--- src/rtl/fifo_to_pcap_mem_writer_if.sv ---
// FIFO read port and memory write port of the pcap memory writer, bundled so that
// the writer and its environment see matching directions.
interface fifo_to_pcap_mem_writer_if #(
    parameter int unsigned FIFO_DATA_WIDTH = 144,
    parameter int unsigned NUM_QUEUES_BITS = 2,
    parameter int unsigned QUEUE_ADDR_BITS = 19
);
    logic [FIFO_DATA_WIDTH-1:0]                 fifo_dout;
    logic [NUM_QUEUES_BITS-1:0]                 fifo_dout_qid;
    logic                                       fifo_empty;
    logic                                       fifo_rd_en;
    logic                                       mem_wr_valid;
    logic                                       mem_wr_ready;
    logic [NUM_QUEUES_BITS+QUEUE_ADDR_BITS-1:0] mem_wr_addr;
    logic [FIFO_DATA_WIDTH-1:0]                 mem_wr_data;

    modport master (
        input  fifo_dout, fifo_dout_qid, fifo_empty, mem_wr_ready,
        output fifo_rd_en, mem_wr_valid, mem_wr_addr, mem_wr_data
    );

    modport slave (
        output fifo_dout, fifo_dout_qid, fifo_empty, mem_wr_ready,
        input  fifo_rd_en, mem_wr_valid, mem_wr_addr, mem_wr_data
    );
endinterface

--- src/rtl/fifo_to_pcap_mem_writer.sv ---
// Drains packed {mark,byte} FIFO words, frames them into packets and stores each packet
// in a per-queue region of the replay memory, keeping per-queue pointers and counters.
module fifo_to_pcap_mem_writer #(
    parameter int unsigned FIFO_DATA_WIDTH = 144,
    parameter int unsigned NUM_QUEUES      = 4,
    parameter int unsigned NUM_QUEUES_BITS = 2,
    parameter int unsigned QUEUE_ADDR_BITS = 19,
    parameter int unsigned MAX_PKT_WORDS   = 128
) (
    input  logic                                  axi_aclk,
    input  logic                                  axi_aresetn,
    input  logic                                  sw_rst,
    fifo_to_pcap_mem_writer_if.master             bus,
    output logic [NUM_QUEUES*QUEUE_ADDR_BITS-1:0] q_wr_ptr,
    output logic [NUM_QUEUES*32-1:0]              q_pkt_cnt,
    output logic [NUM_QUEUES*32-1:0]              q_drop_cnt
);
    localparam int unsigned Lanes = FIFO_DATA_WIDTH / 9;
    localparam int unsigned CntW  = $clog2(MAX_PKT_WORDS + 1);
    localparam int unsigned AddrW = NUM_QUEUES_BITS + QUEUE_ADDR_BITS;

    localparam logic [2:0] StHdr0  = 3'd0;
    localparam logic [2:0] StHdr1  = 3'd1;
    localparam logic [2:0] StData  = 3'd2;
    localparam logic [2:0] StPad   = 3'd3;
    localparam logic [2:0] StDropH = 3'd4;
    localparam logic [2:0] StDrop  = 3'd5;

    logic [2:0]                 state_q, state_d;
    logic                       parity_q, parity_d;
    logic [NUM_QUEUES_BITS-1:0] qid_q, qid_d;
    logic [CntW-1:0]            wcnt_q, wcnt_d;
    logic [QUEUE_ADDR_BITS-1:0] ptr_q [NUM_QUEUES];
    logic [QUEUE_ADDR_BITS-1:0] ptr_d [NUM_QUEUES];
    logic [31:0]                pkt_cnt_q [NUM_QUEUES];
    logic [31:0]                pkt_cnt_d [NUM_QUEUES];
    logic [31:0]                drop_cnt_q [NUM_QUEUES];
    logic [31:0]                drop_cnt_d [NUM_QUEUES];
    logic                       wr_valid_q, wr_valid_d;
    logic [AddrW-1:0]           wr_addr_q, wr_addr_d;
    logic [FIFO_DATA_WIDTH-1:0] wr_data_q, wr_data_d;

    logic                       rst_act, eop, need_slot, slot_free, pop, do_write, hdr_fits;
    logic [NUM_QUEUES_BITS-1:0] wr_qid;
    logic [QUEUE_ADDR_BITS:0]   free_words;

    assign rst_act = !axi_aresetn || sw_rst;

    always_comb begin
        eop = 1'b0;
        for (int i = 0; i < Lanes; i++) begin
            eop = eop | bus.fifo_dout[9*i+8];
        end
    end

    // Only header and body words need the output slot; discarded words drain freely.
    assign need_slot      = (state_q == StHdr0) || (state_q == StData);
    assign slot_free      = !wr_valid_q || bus.mem_wr_ready;
    assign pop            = !bus.fifo_empty && !rst_act && (!need_slot || slot_free);
    assign bus.fifo_rd_en = pop;

    assign wr_qid     = (state_q == StHdr0) ? bus.fifo_dout_qid : qid_q;
    assign free_words = {1'b1, {QUEUE_ADDR_BITS{1'b0}}} - {1'b0, ptr_q[bus.fifo_dout_qid]};
    assign hdr_fits   = 32'(free_words) >= MAX_PKT_WORDS;

    always_comb begin
        state_d    = state_q;
        parity_d   = parity_q;
        qid_d      = qid_q;
        wcnt_d     = wcnt_q;
        ptr_d      = ptr_q;
        pkt_cnt_d  = pkt_cnt_q;
        drop_cnt_d = drop_cnt_q;
        do_write   = 1'b0;
        wr_valid_d = wr_valid_q && !bus.mem_wr_ready;
        wr_addr_d  = wr_addr_q;
        wr_data_d  = wr_data_q;

        if (pop) begin
            parity_d = !parity_q;
            unique case (state_q)
                StHdr0: begin
                    qid_d = bus.fifo_dout_qid;
                    if (hdr_fits) begin
                        do_write = 1'b1;
                        wcnt_d   = CntW'(1);
                        state_d  = StHdr1;
                    end else begin
                        drop_cnt_d[bus.fifo_dout_qid] = drop_cnt_q[bus.fifo_dout_qid] + 32'd1;
                        state_d = StDropH;
                    end
                end
                StHdr1: state_d = StData;
                StData: begin
                    // The last reserved word is kept for EOP so a packet never exceeds its slot.
                    if (eop || (32'(wcnt_q) < MAX_PKT_WORDS - 1)) begin
                        do_write = 1'b1;
                        wcnt_d   = wcnt_q + 1'b1;
                    end
                    if (eop) begin
                        pkt_cnt_d[qid_q] = pkt_cnt_q[qid_q] + 32'd1;
                        state_d = parity_q ? StHdr0 : StPad;
                    end
                end
                StPad:   state_d = StHdr0;
                StDropH: state_d = StDrop;
                StDrop: begin
                    if (eop) begin
                        state_d = parity_q ? StHdr0 : StPad;
                    end
                end
                default: state_d = StHdr0;
            endcase
        end

        if (do_write) begin
            wr_valid_d     = 1'b1;
            wr_addr_d      = {wr_qid, ptr_q[wr_qid]};
            wr_data_d      = bus.fifo_dout;
            ptr_d[wr_qid]  = ptr_q[wr_qid] + 1'b1;
        end
    end

    always_ff @(posedge axi_aclk) begin
        if (rst_act) begin
            state_q    <= StHdr0;
            parity_q   <= 1'b0;
            qid_q      <= '0;
            wcnt_q     <= '0;
            wr_valid_q <= 1'b0;
            wr_addr_q  <= '0;
            wr_data_q  <= '0;
            for (int i = 0; i < NUM_QUEUES; i++) begin
                ptr_q[i]      <= '0;
                pkt_cnt_q[i]  <= '0;
                drop_cnt_q[i] <= '0;
            end
        end else begin
            state_q    <= state_d;
            parity_q   <= parity_d;
            qid_q      <= qid_d;
            wcnt_q     <= wcnt_d;
            wr_valid_q <= wr_valid_d;
            wr_addr_q  <= wr_addr_d;
            wr_data_q  <= wr_data_d;
            for (int i = 0; i < NUM_QUEUES; i++) begin
                ptr_q[i]      <= ptr_d[i];
                pkt_cnt_q[i]  <= pkt_cnt_d[i];
                drop_cnt_q[i] <= drop_cnt_d[i];
            end
        end
    end

    assign bus.mem_wr_valid = wr_valid_q;
    assign bus.mem_wr_addr  = wr_addr_q;
    assign bus.mem_wr_data  = wr_data_q;

    always_comb begin
        q_wr_ptr   = '0;
        q_pkt_cnt  = '0;
        q_drop_cnt = '0;
        for (int i = 0; i < NUM_QUEUES; i++) begin
            q_wr_ptr[i*QUEUE_ADDR_BITS +: QUEUE_ADDR_BITS] = ptr_q[i];
            q_pkt_cnt[i*32 +: 32]                          = pkt_cnt_q[i];
            q_drop_cnt[i*32 +: 32]                         = drop_cnt_q[i];
        end
    end
endmodule

--- src/flat_wrapper.sv ---
// flat-port wrapper written by rule: the top's interface ports become plain ports
module fifo_to_pcap_mem_writer_flat 
#(
    parameter int unsigned FIFO_DATA_WIDTH = 144,
    parameter int unsigned NUM_QUEUES      = 4,
    parameter int unsigned NUM_QUEUES_BITS = 2,
    parameter int unsigned QUEUE_ADDR_BITS = 19,
    parameter int unsigned MAX_PKT_WORDS   = 128
)
  (axi_aclk, axi_aresetn, sw_rst, q_wr_ptr, q_pkt_cnt, q_drop_cnt, bus_fifo_dout, bus_fifo_dout_qid, bus_fifo_empty, bus_mem_wr_ready, bus_fifo_rd_en, bus_mem_wr_valid, bus_mem_wr_addr, bus_mem_wr_data);
  fifo_to_pcap_mem_writer_if #(.FIFO_DATA_WIDTH(FIFO_DATA_WIDTH), .NUM_QUEUES_BITS(NUM_QUEUES_BITS), .QUEUE_ADDR_BITS(QUEUE_ADDR_BITS)) bus_i ();
  input  logic axi_aclk;
  input  logic axi_aresetn;
  input  logic sw_rst;
  output logic [NUM_QUEUES*QUEUE_ADDR_BITS-1:0] q_wr_ptr;
  output logic [NUM_QUEUES*32-1:0] q_pkt_cnt;
  output logic [NUM_QUEUES*32-1:0] q_drop_cnt;
  input wire logic [$bits(bus_i.fifo_dout)-1:0] bus_fifo_dout;
  input wire logic [$bits(bus_i.fifo_dout_qid)-1:0] bus_fifo_dout_qid;
  input wire logic [$bits(bus_i.fifo_empty)-1:0] bus_fifo_empty;
  input wire logic [$bits(bus_i.mem_wr_ready)-1:0] bus_mem_wr_ready;
  output wire logic [$bits(bus_i.fifo_rd_en)-1:0] bus_fifo_rd_en;
  output wire logic [$bits(bus_i.mem_wr_valid)-1:0] bus_mem_wr_valid;
  output wire logic [$bits(bus_i.mem_wr_addr)-1:0] bus_mem_wr_addr;
  output wire logic [$bits(bus_i.mem_wr_data)-1:0] bus_mem_wr_data;
  assign bus_i.fifo_dout = bus_fifo_dout;
  assign bus_i.fifo_dout_qid = bus_fifo_dout_qid;
  assign bus_i.fifo_empty = bus_fifo_empty;
  assign bus_i.mem_wr_ready = bus_mem_wr_ready;
  assign bus_fifo_rd_en = bus_i.fifo_rd_en;
  assign bus_mem_wr_valid = bus_i.mem_wr_valid;
  assign bus_mem_wr_addr = bus_i.mem_wr_addr;
  assign bus_mem_wr_data = bus_i.mem_wr_data;
  fifo_to_pcap_mem_writer #(.FIFO_DATA_WIDTH(FIFO_DATA_WIDTH), .NUM_QUEUES(NUM_QUEUES), .NUM_QUEUES_BITS(NUM_QUEUES_BITS), .QUEUE_ADDR_BITS(QUEUE_ADDR_BITS), .MAX_PKT_WORDS(MAX_PKT_WORDS)) u_core (.axi_aclk(axi_aclk), .axi_aresetn(axi_aresetn), .sw_rst(sw_rst), .bus(bus_i), .q_wr_ptr(q_wr_ptr), .q_pkt_cnt(q_pkt_cnt), .q_drop_cnt(q_drop_cnt));
endmodule
--- config.mk ---
export PLATFORM = sky130hd
export DESIGN_NAME = fifo_to_pcap_mem_writer_flat
export DESIGN_NICKNAME = d
export VERILOG_FILES = /design/src/rtl/fifo_to_pcap_mem_writer_if.sv /design/src/rtl/fifo_to_pcap_mem_writer.sv /design/src/flat_wrapper.sv
export SDC_FILE = /design/constraint.sdc
export NUM_CORES = 1
export LEC_CHECK = 0
export CAP_MARGIN = 20
export CORE_AREA = 3 3 251 253
export CTS_CLUSTER_DIAMETER = 150
export DETAILED_ROUTE_END_ITERATION = 8
export DIE_AREA = 0 0 254 256
export PLACE_DENSITY = 0.67
export RECOVER_POWER = 100
export SYNTH_ARGS = -nofsm -noshare
export SYNTH_HDL_FRONTEND = slang
export SYNTH_SLANG_ARGS = --single-unit
--- constraint.sdc ---
create_clock -name axi_aclk -period 4.37 [get_ports axi_aclk]
set_clock_uncertainty 0.05 [all_clocks]
set_input_delay 1.311 -clock axi_aclk [delete_from_list [all_inputs] [get_ports axi_aclk]]
set_output_delay 1.311 -clock axi_aclk [all_outputs]
set_load 0.02 [all_outputs]
# Yosys cells after proc, flatten, opt, wreduce, memory -nomap -nowiden
# Cells that the tools add are included.
[totals]
ff_bits = 512
input_bits = 151
output_inout_bits = 499
wordCells = 117
[op_classes]
n_addsub = 5
order_cmp = 8
eq_ne = 7
n_mux = 34
n_bitwise = 19
reduce_logical = 25
[ops]
columns = ["cell", "n"]
rows = [
  ["$bwmux W128", 2],
  ["$mux W32", 6],
  ["$bmux W32 S2", 2],
  ["$demux W32 S2", 2],
  ["$mux W19", 5],
  ["$bmux W19 S2", 2],
  ["$bwmux W76", 1],
  ["$add A32 B1 Y32 const B", 2],
  ["$demux W19 S2", 1],
  ["$ge A20 B8 Y1 const B", 1],
  ["$sub A20 B19 Y20 const A", 1],
  ["$add A19 B1 Y19 const B", 1],
  ["$mux W8", 2],
  ["$pmux W8 S2", 1],
  ["$or A1 B1 Y1", 15],
  ["$pmux W3 S4", 1],
  ["$ge A3 B3 Y1 const B", 3],
  ["$lt A3 B1 Y1 const B", 3],
  ["$not A2 Y3", 3],
  ["$add A8 B1 Y8 const B", 1],
  ["$lt A8 B7 Y1 const B", 1],
  ["$logic_not A1 Y1", 7],
  ["$eq A3 B3 Y1 const B", 2],
  ["$logic_and A1 B1 Y1", 6],
  ["16 further kinds", 27],
]

# Longest topological paths before layout
[depth]
depth_word = 20
mapped_depth = 16
mapped_depth_nobuf = 12

# Worst setup path after synthesis
# No wires, ideal clock.
[synth_path]
kind = "in2reg"
start = "in bus_fifo_dout_qid[0]"
end = "reg u_core.drop_cnt_q, in the netlist u_core.q_drop_cnt[24]"
arrival_ps = 3988
required_time_ps = 4255
slack_ps = 267
cell_stages = 16
n_path_buf = 5
path_cell_list = "buf_6 > buf_6 > buf_4 > buf_4 > buf_4 > nand2_1 > o21ai_1 > inv_1 > ha_1 > inv_1 > or4_1 > nand4b_1 > nor2_1 > xor2_2 > mux2i_1 > nor2_1"
[synth_via]
elab_chain_len = 8
word_cells_on_any_way = 18
classes_between = "add/sub: 2; order compare: 3; mux: 9; bitwise: 2; reduce/logical: 2"
[synth_lines]
columns = ["item", "line_no", "rtl"]
rows = [
  ["start: declaration", "flat_wrapper.sv:19", "input wire logic [$bits(bus_i.fifo_dout_qid)-1:0] bus_fifo_dout_qid;"],
  ["$not A2 Y3 (implied by the code) (*)", "fifo_to_pcap_mem_writer.sv:63, fifo_to_pcap_mem_writer.sv:89", ""],
  ["$bmux W19 S2", "fifo_to_pcap_mem_writer.sv:63", "assign free_words = {1'b1, {QUEUE_ADDR_BITS{1'b0}}} - {1'b0, ptr_q[bus.fifo_dout_qid]};"],
  ["$mux W19 (implied by the code) (2 in series)", "fifo_to_pcap_mem_writer.sv:63", ""],
  ["$sub A20 B19 Y20", "fifo_to_pcap_mem_writer.sv:63", ""],
  ["$ge A20 B8 Y1", "fifo_to_pcap_mem_writer.sv:64", "assign hdr_fits = 32'(free_words) >= MAX_PKT_WORDS;"],
  ["$not A1 Y1 (no source line)", "n/a", ""],
  ["$reduce_and A3 Y1 (no source line)", "n/a", ""],
  ["end signal: indexed assignment", "fifo_to_pcap_mem_writer.sv:149", "drop_cnt_q[i] <= drop_cnt_d[i];"],
  ["end: declaration", "fifo_to_pcap_mem_writer.sv:37", "logic [31:0] drop_cnt_q [NUM_QUEUES];"],
]
# Mark *: on every way between the ends. The rest lies on a longest branch, timed or not. The select of a mux whose other input is x is not followed.
# A chain may end at the register's enable or synchronous reset.

# Worst setup path in the final report
[layout_path]
start = "in bus_fifo_dout_qid[0]"
end = "reg u_core.drop_cnt_q, in the netlist u_core.q_drop_cnt[95]"
# The elaborated chain is that of the path after synthesis.

==> metrics.txt <==
outcome=finished, final reports clean; global-route wire length before repair=127000 µm; antenna violations before repair=7; Initial DRC Count=1593; Buf/Inv on CP=2; Design Area, Final=0.0323 mm²; largest net degree at the start of global routing=194; Leakage=13.0 nW; final core utilization=52.8%; Overflow after GRT=0; CTS buffer count=58; Root Buffer=clkbuf_16; ys flop type=dfxtp_1; clk sinks=512; die area=0.0650 mm²; maximum buffer depth of the clock tree=3; PD cells=323 mW/mm²; Max FO, Critical Path=15; setup bufs post-CTS=0; H-tree depth=2; Area growth syn-to-layout=41.2%; Max VDD drop=0.000265 V; Reg clk slew, reported paths=0.06 ns; f_max=242 MHz; post-CTS sizing=0; DIE WIDTH=254 µm; setup ws final=0.231 ns; commonest non-fill, non-tap cell in the layout=dfxtp_1; Final Slew Violations=0; Final Hold Viols=0; crit start category=input port; minimum clock period=4.14 ns; cells after synthesis=2430; all-layer global routing usage=25.2%; most frequent cells in the layout=510 x dfxtp_1, 500 x dlygate4sd3_1, 438 x nand2_1; worst path arrival time=4.55 ns; critical path endpoint category=flop; Worst EP required=4.78 ns; dpl ws=-0.206 ns; total negative slack=0 ns; Async SR Flop Fraction=0%; Hold WC Path Type=flop to flop; post-DP HPWL=62000 µm; crit-path cells=buf_4 -> mux4_1 -> nor4_1 -> and2_1 -> a41o_1 -> o211ai_4 -> nor3_4 -> clkbuf_1 -> mux2i_1 -> nor2_1; Starting Density=37.4%; Crit path max-delay family=simple AND/OR/NAND/NOR gates; slowest CP cell=mux4_1; Post-DRT Antenna Nets=0; Core Area=0.0613 mm²; Least-Margin Pin Slew=1.49 ns; dpl cell area=0.0304 mm²; drt drc=0; gp weighted congestion=0.907; DRT Pass-1 Iters=6; Post-synth EDFFs=0; sequential element share of the synthesized area=44.8%; worst skew pair latency=0.62 ns; Post-Syn Area per Cell=9.43 µm²; Slew HR=0.915%; CTS tree=done; vias=20900; Hold-fix buffers, CTS=0; max_cap viols=0; Die Span Y=256 µm; Mapped Area=0.0229 mm²; share of layout cells above drive strength 1=10.4%; Syn. warnings=0; RSZ-0062 raised after global routing=no; # setup viols final=0; drt wl/cell=21.6 µm; kind of critical path=input port to flop; Fillers=5381; Crit path largest cell delay=0.62 ns; nets@finish=3219; Synth Register Bits=512; Cell variety after synth=66; I/O Pins=650; port bufs=649; cell row count=91; crit share post-route=94.7%; vias in the first global route=20500; final WL=84300 µm; Syn Nets=2585; DR vias/cell=5.34
[final timing paths]
check                                                         startpoint  slack (ns)  depth (start not counted)                                  endpoint
worst max-delay path                                bus_fifo_dout_qid[0]        0.23                         10        u_core.q_drop_cnt[95]$_SDFFE_PP0P_
worst min-delay path            u_core.bus.mem_wr_data[129]$_SDFFE_PP0P_        0.40                          2  u_core.bus.mem_wr_data[129]$_SDFFE_PP0P_
worst max register to register              u_core.qid_q[0]$_SDFFE_PP0P_        0.48                          8         u_core.q_pkt_cnt[63]$_SDFFE_PP0P_
worst min register to register  u_core.bus.mem_wr_data[129]$_SDFFE_PP0P_        0.40                          2  u_core.bus.mem_wr_data[129]$_SDFFE_PP0P_
[stage by stage]
| step | hold WS [ns] | total power, W | instances |
|---|---|---|---|
| after floorplan | 0.413 | 0.00513 | 2430 |
| after global placement | 0.392 | 0.00542 | 3794 |
| after detailed placement | 0.395 | 0.00543 | 3794 |
| after CTS | 0.403 | 0.0106 | 3904 |
| after global routing | 0.418 | 0.0108 | 3909 |
| final | 0.400 | 0.0105 | 3910 |
[registers in the layout, indices dropped and copies added, names as in the netlist]
register / flops
u_core.wcnt_q: 8
u_core.q_drop_cnt: 128
u_core.q_wr_ptr: 76
u_core.bus.mem_wr_addr: 21
u_core.bus.mem_wr_valid: 1
u_core.bus.mem_wr_data: 144
u_core.parity_q: 1
u_core.state_q: 3
u_core.qid_q: 2
u_core.q_pkt_cnt: 128
[logic make-up (layout without fill, tap and decap cells)]
group / count (synthesis) / count (layout) / share of synthesized area [%]
AO/OA/AOI/OAI: 361 / 361 / 9.23
XOR/XNOR: 78 / 78 / 3.15
adder cells (fa/ha/maj): 4 / 4 / 0.219
buffers and inverters: 193 / 877 / 4.69
flip-flops: 512 / 512 / 44.8
multiplexers: 389 / 389 / 21.2
other: 0 / 6 / 0
AND/OR/NAND/NOR: 893 / 893 / 16.8
[area by class of cell]
class	count	area, µm²	area share, %
inverters	15	56.3	0.174
repair buffers	752	7400	22.9
well taps	790	988	3.06
diodes	6	15.0	0.0464
clock inverters	34	413	1.28
clock buffers	76	1610	4.97
multi-input cells	1725	11600	35.9
flip-flops and latches	512	10300	31.7
[per-layer routing]
layer	wire length (µm)	up-vias	GRT usage (%)
met5	7	-	0
met2	39800	847	40.9
li1	-	9736	-
met3	7180	181	7.02
met1	34000	10100	31.4
met4	3360	2	10.4
[cell usage after synthesis (2+ instances only)]
| library cell | number | area (µm²) |
|---|---|---|
| a21boi_0 | 2 | 15.0 |
| mux4_2 | 70 | 1580 |
| a211oi_1 | 87 | 653 |
| mux2i_1 | 292 | 2920 |
| or4_1 | 7 | 52.6 |
| nor4_1 | 8 | 50.1 |
| xor2_2 | 5 | 81.3 |
| or3_1 | 2 | 12.5 |
| xor2_1 | 33 | 289 |
| nand3_1 | 35 | 175 |
| xnor2_1 | 40 | 350 |
| o21ai_0 | 50 | 250 |
| buf_4 | 25 | 188 |
| buf_8 | 12 | 180 |
| buf_6 | 9 | 101 |
| nor2_2 | 2 | 12.5 |
| nor2b_1 | 3 | 18.8 |
| a21oi_1 | 197 | 986 |
| nand2_1 | 439 | 1650 |
| nor4b_1 | 4 | 35.0 |
| o22ai_1 | 2 | 12.5 |
| mux2_2 | 22 | 248 |
| mux4_1 | 3 | 78.8 |
| o21ai_1 | 4 | 20.0 |
| buf_2 | 42 | 210 |
| or2_2 | 2 | 12.5 |
| inv_1 | 14 | 52.6 |
| and3b_1 | 2 | 17.5 |
| dfxtp_1 | 512 | 10200 |
| ha_1 | 4 | 50.1 |
| nand4_1 | 24 | 150 |
| nand2b_1 | 5 | 31.3 |
| and4_1 | 7 | 61.3 |
| nor3_1 | 19 | 95.1 |
| and2_1 | 22 | 138 |
| a31oi_1 | 7 | 43.8 |
| and3_1 | 12 | 75.1 |
| nor2_1 | 285 | 1070 |
| clkbuf_1 | 90 | 338 |
| nor3_4 | 4 | 65.1 |
[where the power goes]
part	leakage [nW]	total [W]	internal [W]	switching, W
Sequential	4.13	0.00472	0.00469	0.0000260
Combinational	7.85	0.000599	0.000269	0.000330
Clock	0.992	0.00514	0.00307	0.00206
[worst register-to-register path, stage by stage, from the launching register on]
cell and delay [ns]:
dfxtp_2 0.79, mux4_2 0.46, and4_1 0.35, nand4_1 0.23
nor4b_4 0.52, nand3_1 0.42, or3_1 0.49, xor2_1 0.29
a21oi_1 0.12
(Power assumes the default switching activity.)
